===== src/rtl/nand_flash_sequencer.sv =====
// NAND flash command sequencer: drives command/address/data/confirm cycles,
// waits for the memory's ready status and streams whole pages to/from the page buffer.
module nand_flash_sequencer #(
    parameter int         DW         = 8,
    parameter int         COL_CYCLES = 2,
    parameter int         ROW_CYCLES = 3,
    parameter int         PAGE_BYTES = 2048,
    parameter int         BUSY_DLY   = 2,
    parameter int         TIMEOUT    = 65535,
    parameter logic [7:0] MC_READ1   = 8'h00,
    parameter logic [7:0] MC_READ2   = 8'h30,
    parameter logic [7:0] MC_PROG1   = 8'h80,
    parameter logic [7:0] MC_PROG2   = 8'h10,
    parameter logic [7:0] MC_ERASE1  = 8'h60,
    parameter logic [7:0] MC_ERASE2  = 8'hD0,
    parameter logic [7:0] MC_RESET   = 8'hFF
) (
    input  logic                                  clk,
    input  logic                                  Reset,
    input  logic                                  nfc_start,
    input  logic [2:0]                            nfc_cmd,
    input  logic [(COL_CYCLES+ROW_CYCLES)*DW-1:0] nfc_addr,
    output logic                                  nfc_done,
    output logic                                  command_error,
    output logic                                  timeout_error,
    output logic                                  busy,
    output logic                                  cEn,
    output logic                                  CLE,
    output logic                                  ALE,
    output logic                                  wEn,
    output logic                                  rEn,
    output logic [DW-1:0]                         dio_out,
    output logic                                  dio_oe,
    input  logic [DW-1:0]                         dio_in,
    input  logic                                  status,
    output logic                                  buf_rd_en,
    input  logic [DW-1:0]                         buf_rd_data,
    output logic                                  buf_wr_en,
    output logic [DW-1:0]                         buf_wr_data
);

    localparam int NCYC = COL_CYCLES + ROW_CYCLES;
    localparam int AW   = NCYC * DW;
    localparam int AIW  = (NCYC > 1) ? $clog2(NCYC) : 1;
    localparam int BW   = $clog2(PAGE_BYTES + 1);
    localparam int WW   = $clog2(TIMEOUT + 1);

    localparam logic [2:0] CMD_ERASE = 3'd1;
    localparam logic [2:0] CMD_PROG  = 3'd2;
    localparam logic [2:0] CMD_READ  = 3'd3;
    localparam logic [2:0] CMD_RESET = 3'd4;

    typedef enum logic [2:0] {
        IDLE, CMD1, ADDR, DATA_OUT, CMD2, WAIT, DATA_IN, DONE
    } state_t;

    state_t          state;
    state_t          state_nxt;
    logic [2:0]      cmd_q;
    logic [AW-1:0]   addr_q;
    logic [AIW-1:0]  addr_idx;
    logic [AIW-1:0]  addr_idx_nxt;
    logic [AIW-1:0]  first_idx;
    logic [BW-1:0]   beat;
    logic [WW-1:0]   wcnt;
    logic [DW-1:0]   dio_out_q;
    logic            cmd_valid;
    logic            addr_last;
    logic            beat_last;
    logic            wait_ready;
    logic            wait_expired;

    function automatic logic [DW-1:0] first_code(input logic [2:0] c);
        case (c)
            CMD_ERASE: return DW'(MC_ERASE1);
            CMD_PROG:  return DW'(MC_PROG1);
            CMD_READ:  return DW'(MC_READ1);
            CMD_RESET: return DW'(MC_RESET);
            default:   return '0;
        endcase
    endfunction

    function automatic logic [DW-1:0] second_code(input logic [2:0] c);
        case (c)
            CMD_ERASE: return DW'(MC_ERASE2);
            CMD_PROG:  return DW'(MC_PROG2);
            CMD_READ:  return DW'(MC_READ2);
            default:   return '0;
        endcase
    endfunction

    function automatic logic [DW-1:0] addr_byte(input logic [AW-1:0] a, input logic [AIW-1:0] i);
        return a[int'(i)*DW +: DW];
    endfunction

    assign cmd_valid    = (nfc_cmd >= CMD_ERASE) && (nfc_cmd <= CMD_RESET);
    // Erase sends only the row bytes, which sit above the column bytes.
    assign first_idx    = (cmd_q == CMD_ERASE) ? AIW'(COL_CYCLES) : '0;
    assign addr_idx_nxt = (state == CMD1) ? first_idx : addr_idx + AIW'(1);
    assign addr_last    = (int'(addr_idx) == NCYC - 1);
    assign beat_last    = (int'(beat) == PAGE_BYTES - 1);
    assign wait_ready   = (int'(wcnt) >= BUSY_DLY) && status;
    assign wait_expired = (int'(wcnt) + 1 >= TIMEOUT);

    // The page buffer is first-word-fall-through, so its head goes straight to the bus.
    assign dio_out     = (state == DATA_OUT) ? buf_rd_data : dio_out_q;
    assign buf_wr_data = dio_in;

    always_comb begin
        state_nxt = state;
        case (state)
            IDLE:     if (nfc_start) state_nxt = cmd_valid ? CMD1 : DONE;
            CMD1:     state_nxt = (cmd_q == CMD_RESET) ? WAIT : ADDR;
            ADDR:     if (addr_last) state_nxt = (cmd_q == CMD_PROG) ? DATA_OUT : CMD2;
            DATA_OUT: if (beat_last) state_nxt = CMD2;
            CMD2:     state_nxt = WAIT;
            WAIT: begin
                if (wait_ready)        state_nxt = (cmd_q == CMD_READ) ? DATA_IN : DONE;
                else if (wait_expired) state_nxt = DONE;
            end
            DATA_IN:  if (beat_last) state_nxt = DONE;
            DONE:     state_nxt = IDLE;
            default:  state_nxt = IDLE;
        endcase
    end

    always_ff @(posedge clk) begin
        if (Reset) begin
            state         <= IDLE;
            nfc_done      <= 1'b0;
            command_error <= 1'b0;
            timeout_error <= 1'b0;
            busy          <= 1'b0;
            cEn           <= 1'b0;
            CLE           <= 1'b0;
            ALE           <= 1'b0;
            wEn           <= 1'b0;
            rEn           <= 1'b0;
            dio_oe        <= 1'b0;
            buf_rd_en     <= 1'b0;
            buf_wr_en     <= 1'b0;
            dio_out_q     <= '0;
        end else begin
            state     <= state_nxt;
            busy      <= (state_nxt != IDLE);
            cEn       <= (state_nxt != IDLE) && (state_nxt != DONE);
            CLE       <= (state_nxt == CMD1) || (state_nxt == CMD2);
            ALE       <= (state_nxt == ADDR);
            wEn       <= (state_nxt == DATA_OUT);
            buf_rd_en <= (state_nxt == DATA_OUT);
            rEn       <= (state_nxt == DATA_IN);
            buf_wr_en <= (state_nxt == DATA_IN);
            dio_oe    <= (state_nxt == CMD1) || (state_nxt == ADDR) ||
                         (state_nxt == DATA_OUT) || (state_nxt == CMD2);
            nfc_done  <= (state_nxt == DONE);

            if (state == IDLE && nfc_start && !cmd_valid)
                command_error <= 1'b1;
            else if (state_nxt == IDLE)
                command_error <= 1'b0;

            if (state == WAIT && !wait_ready && wait_expired)
                timeout_error <= 1'b1;
            else if (state_nxt == IDLE)
                timeout_error <= 1'b0;

            case (state_nxt)
                CMD1:    dio_out_q <= first_code(nfc_cmd);
                CMD2:    dio_out_q <= second_code(cmd_q);
                ADDR:    dio_out_q <= addr_byte(addr_q, addr_idx_nxt);
                default: dio_out_q <= '0;
            endcase
        end
    end

    // Command latch and sequencing counters; only meaningful in the states that use them.
    always_ff @(posedge clk) begin
        if (state == IDLE && nfc_start) begin
            cmd_q  <= nfc_cmd;
            addr_q <= nfc_addr;
        end
        if (state == CMD1 || state == ADDR)
            addr_idx <= addr_idx_nxt;
        beat <= (state == DATA_OUT || state == DATA_IN) ? beat + BW'(1) : '0;
        wcnt <= (state == WAIT) ? wcnt + WW'(1) : '0;
    end

endmodule


===== config.mk =====
export PLATFORM = sky130hd
export DESIGN_NAME = nand_flash_sequencer
export DESIGN_NICKNAME = d
export VERILOG_FILES = /design/src/rtl/nand_flash_sequencer.sv
export SDC_FILE = /design/constraint.sdc
export NUM_CORES = 1
export LEC_CHECK = 0
export ABC_AREA = 1
export CAP_MARGIN = 40
export CORE_MARGIN = 2
export CORE_UTILIZATION = 40
export DETAILED_ROUTE_END_ITERATION = 6
export HOLD_SLACK_MARGIN = 0.06
export SETUP_SLACK_MARGIN = 0.3
export SYNTH_ARGS = -nofsm -noshare
export SYNTH_HDL_FRONTEND = slang
export SYNTH_SLANG_ARGS = --single-unit
export TNS_END_PERCENT = 20

===== constraint.sdc =====
create_clock -name clk -period 5.75 [get_ports clk]
set_input_delay 1.15 -clock clk [delete_from_list [all_inputs] [get_ports clk]]
set_output_delay 1.15 -clock clk [all_outputs]
set_load 0.01 [all_outputs]

* After elaboration in Yosys (flattened, before gate mapping)
Cells that the tools add are included.
** Storage, ports and cells
- Logic and storage cells :: 89
- Register bits after elaboration :: 95
- Bits of input ports :: 63
** Cells by class
- Add/sub/neg operators :: 4
- Reductions and logical operators :: 20
- Mux-type cells :: 20
- Order comparisons :: 4
- Shift operators :: 1
- Equal/unequal tests :: 23
** Operators with widths (number)
- 8-bit one-hot mux with 3 select lines :: 3
- 40-bit by 7-bit indexed part select with 8-bit output :: 1
- 3-bit equality test (second input constant) :: 10
- 3-bit 2-to-1 mux :: 10
- 3-bit one-hot mux with 8 select lines :: 1
- 3-bit by 2-bit equality test with 1-bit output (second input constant) :: 7
- 16-bit by 1-bit adder with 17-bit output (second input constant) :: 1
- 17-bit by 16-bit >= comparator with 1-bit output (second input constant) :: 1
- 16-bit by 1-bit adder with 16-bit output (second input constant) :: 1
- 16-bit by 2-bit >= comparator with 1-bit output (second input constant) :: 1
- 12-bit by 1-bit adder with 12-bit output (second input constant) :: 1
- 12-bit equality test (second input constant) :: 1
- 3-bit by 1-bit equality test with 1-bit output (second input constant) :: 4
- 8-bit 2-to-1 mux :: 1
- 1-bit logical AND :: 7
- 3-bit logical NOT :: 2
- 1-bit logical OR :: 6
- 1-bit 2-to-1 mux :: 4
- 2-bit nonzero test :: 2
- 3-bit by 1-bit adder with 3-bit output (second input constant) :: 1
- 3-bit by 1-bit >= comparator with 1-bit output (second input constant) :: 1
- 3-bit less-or-equal comparator (second input constant) :: 1
- 3-bit != test (second input constant) :: 1
- 3-bit nonzero test :: 1
- 2 further kinds :: 3

* Longest topological paths before layout
- Depth in word-level cells :: 9
- Gate-level depth with buffers :: 17
- Gate-level depth less buffers :: 17

* Least setup slack after synthesis
OpenSTA, ideal clock, no wires.
- Kind :: input port to flip-flop
- Start :: input nfc_start
- End :: register dio_out_q[2]
- Slack :: 2.973 ns
- Data arrival time :: 2.706 ns
- Data required time :: 5.679 ns
- Stages on the path :: 11
- Cell sequence :: nand2_1 > inv_2 > nand2_1 > inv_2 > nor2_1 > inv_1 > nor2_1 > inv_2 > nor2_4 > nand3b_2 > a21oi_1
** Between the ends
- Cells in the longest elaborated chain, start to end :: 4
** Ends and longest elaborated chain
- start, declared :: line 20 : input logic nfc_start,
- 3-bit 2-to-1 mux (*) :: line 112 : IDLE: if (nfc_start) state_nxt = cmd_valid ? CMD1 : DONE;
- 3-bit one-hot mux with 8 select lines (*) :: line 111 : case (state)
- 3-bit by 2-bit equality test with 1-bit output, or another cell as far along :: line 167 : case (state_nxt)
- 8-bit one-hot mux with 3 select lines (*) :: line 167
- end signal, assigned :: line 168 : CMD1: dio_out_q <= first_code(nfc_cmd);
- end signal, assigned :: line 169 : CMD2: dio_out_q <= second_code(cmd_q);
- end signal, assigned :: line 170 : ADDR: dio_out_q <= addr_byte(addr_q, addr_idx_nxt);
- end, declared :: line 66 : logic [DW-1:0] dio_out_q;
Every way passes the cells marked *; elsewhere a longest branch is shown, timed or not.
A chain may end at the register's enable or synchronous reset.

* Worst setup path in the final report
- Start :: input buf_rd_data[3]
- End :: output dio_out[3]
** Between the ends
- Cells in the longest elaborated chain, start to end :: 1
** Ends and longest elaborated chain
- start, declared :: line 37 : input logic [DW-1:0] buf_rd_data,
- 8-bit 2-to-1 mux :: line 106 : assign dio_out = (state == DATA_OUT) ? buf_rd_data : dio_out_q;
- end, declared :: line 32 : output logic [DW-1:0] dio_out,
No other way between the ends.

==> out/metrics.cfg <==
[global_routing]
grt_first_pass_wirelength_mm = 15.2
grt_max_degree = 35
grt_pass1_vias = 3355
antenna_found_initial = 0
grt.overflow.total = 0
grt_usage_pct = 16.5

[sta]
setup_violations = 0
layout_setup_ws_ps = 2310
final-hold-violation-count = 0
drv_slew = 0
hold_slack_ps = 457
tightest_slew_ps = 611
post-route-period-util_pct = 59.8
relSlewSlack_pct = 59.2
tns_ps = 0
fmax_mhz = 291
grt_setup_unrepaired = no
finalCriticalPeriod_ps = 3440
fin_worst_skew_ps = 14.8

[drt]
firstDrtPassIters = 6
vias = 3583
postRouteAntennaNets = 0
wl_per_cell_um = 12.6
drt-initial-drc-count = 166
drc = 0
vias_per_cell = 4.79
wirelength_mm = 9.43

[critical_path]
critPathCaptureType = primary output
critPathKind = in2out
r2r_end = dio_out_q[6]
ff2ff_path_depth = 12
start_kind = input port
crit_start = buf_rd_data[3]
rrSetupSlack_ps = 3080
cp.required_ps = 4600
cp_max_fo = 1
r2r-start = state[1]
arrival_ps = 2290

[clocking]
cts_setup_buffers = 0
cts_htree_levels = 3
cts_tree = done
cts_resized = 0
root_buffer = clkbuf_8
worstSkewPairLatency_ps = 370
cts.path.max_buffers = 2
clk_pin_slew_worst_paths_ps = 90
cts_sinks = 95
cts_made_buffers = 9
ctsHoldBuffers = 0

[yosys]
async_reset_ff_share_pct = 0
syn_inst = 534
ys.flop_type = dfxtp_1
yosysWarnings = 0
synth_nets = 602
synth-seq-cells = 95
synth.avg_cell_area_um2 = 8.29
synth_edf_count = 46
ys_seq_area_share_pct = 53.4
netlist-cell-type-count = 42
synth_area_um2 = 4430

[hold_path]
min_path_type = reg2reg
hold_end = beat[0]
hp-start = beat[0]
whs_path_depth = 1

[final_layout]
final_cell_mix = 120 x nand2_1, 81 x nor2_1, 74 x clkdlybuf4s50_1
drive_above_1_share_pct = 6.58
seqCellArea_um2 = 2360
syn_to_final_growth_pct = 23.4
multi_input_area_um2 = 1700
antenna_cells = 0
fill_cells = 1046
fin_nets = 671
final_common_cell = nand2_1

[placed_design]
pre_cts_slack_ps = 2260
io_buffers = 74
gp_congestion = 0.847
dp_hpwl_mm = 7.23

[floorplanning]
design.portCount = 91
rows = 38
die_height_um = 109
core_um2 = 10800
die_x_um = 109
initial_core_util_pct = 40.8
die-area_um2 = 11900

[status]
status = complete, no violations

[pwr]
p_leak_nw = 2.06
powerDensity_nw_per_um2 = 351
vdd_drop_max_mv = 0.153

[flow_run]
maxCapViolCount = 0

-- metal layers --
metal | global-route usage, % | wire, um | vias up
li1 | - | - | 1881
met1 | 21.8 | 4460 | 1607
met2 | 26.9 | 4350 | 86
met3 | 3.95 | 501 | 9
met4 | 5.15 | 116 | 0
met5 | 0 | 0 | -
-- cell families (layout without fill, tap and decap cells) --
logic type               after synthesis  count (layout)  synth area share (%)
AND/OR/NAND/NOR                      275             275                  27.3
AO/OA/AOI/OAI                         71              71                  8.88
buffers and inverters                 84             158                  8.20
adder cells (fa/ha/maj)                5               5                  1.41
flip-flops                            95              95                  53.4
XOR/XNOR                               4               4                 0.792
-- Yosys cell counts (2+ instances only) --
| cell | count | area [um^2] |
|---|---|---|
| nor2_1 | 81 | 304 |
| clkbuf_1 | 4 | 15.0 |
| nand4_1 | 12 | 75.1 |
| nand3_1 | 25 | 125 |
| inv_2 | 7 | 26.3 |
| xor2_1 | 3 | 26.3 |
| a21oi_1 | 24 | 120 |
| o21ai_1 | 2 | 10.0 |
| o22ai_1 | 5 | 31.3 |
| nor3_2 | 2 | 20.0 |
| o21bai_1 | 2 | 15.0 |
| edfxtp_1 | 46 | 1380 |
| o21ai_0 | 31 | 155 |
| nand2_1 | 120 | 450 |
| buf_4 | 10 | 75.1 |
| ha_1 | 5 | 62.6 |
| dfxtp_1 | 49 | 981 |
| inv_1 | 59 | 221 |
| nor2_2 | 4 | 25.0 |
| nor3_1 | 20 | 100 |
| buf_2 | 2 | 10.0 |
-- registers in the layout, summed over array words and instances, names as in the netlist, 3 cells and up --
register   cells
dio_out_q      8
wcnt          16
beat          12
addr_idx       3
addr_q        40
cmd_q          3
state          3
-- stage by stage --
step                util [%]  power (mW)  instance area [um^2]  std cells
floorplan                  -        1.27                  4430        534
detailed placement      48.4        1.48                  5250        732
CTS                     50.4        1.94                  5460        748
finish                  50.4        1.91                  5460        748
global route            50.4        2.05                  5460        748
global placement        48.2        1.46                  5230        731
-- critical path: stages --
cell	delay [ps]
clkdlybuf4s50_1	470
nand2_1	50
nand2_1	80
clkdlybuf4s50_1	540
-- worst max path at each step --
stage | endpoint | slack (ps)
final | dio_out[3] | 2310
after CTS | dio_out[3] | 2310
after global placement | timeout_error | 2160
after detailed placement | dio_out_q[2] | 2260
after floorplan | dio_out_q[2] | 2970
after global routing | dio_out[1] | 2250
-- area by class of cell --
class	instances	area share (%)
flip-flops and latches	95	43.3
multi-input cells	355	31.1
repair buffers	75	13.9
inverters	67	4.61
well taps	140	3.21
clock buffers	9	2.27
clock inverters	7	1.56
-- power by group --
| part | total (mW) | internal, mW | switching [mW] |
|---|---|---|---|
| clock network | 0.459 | 0.210 | 0.249 |
| logic | 0.593 | 0.223 | 0.370 |
| registers | 0.862 | 0.824 | 0.0384 |
| total | 1.91 | 1.26 | 0.658 |
No activity file was read; power rests on OpenSTA's default activity.
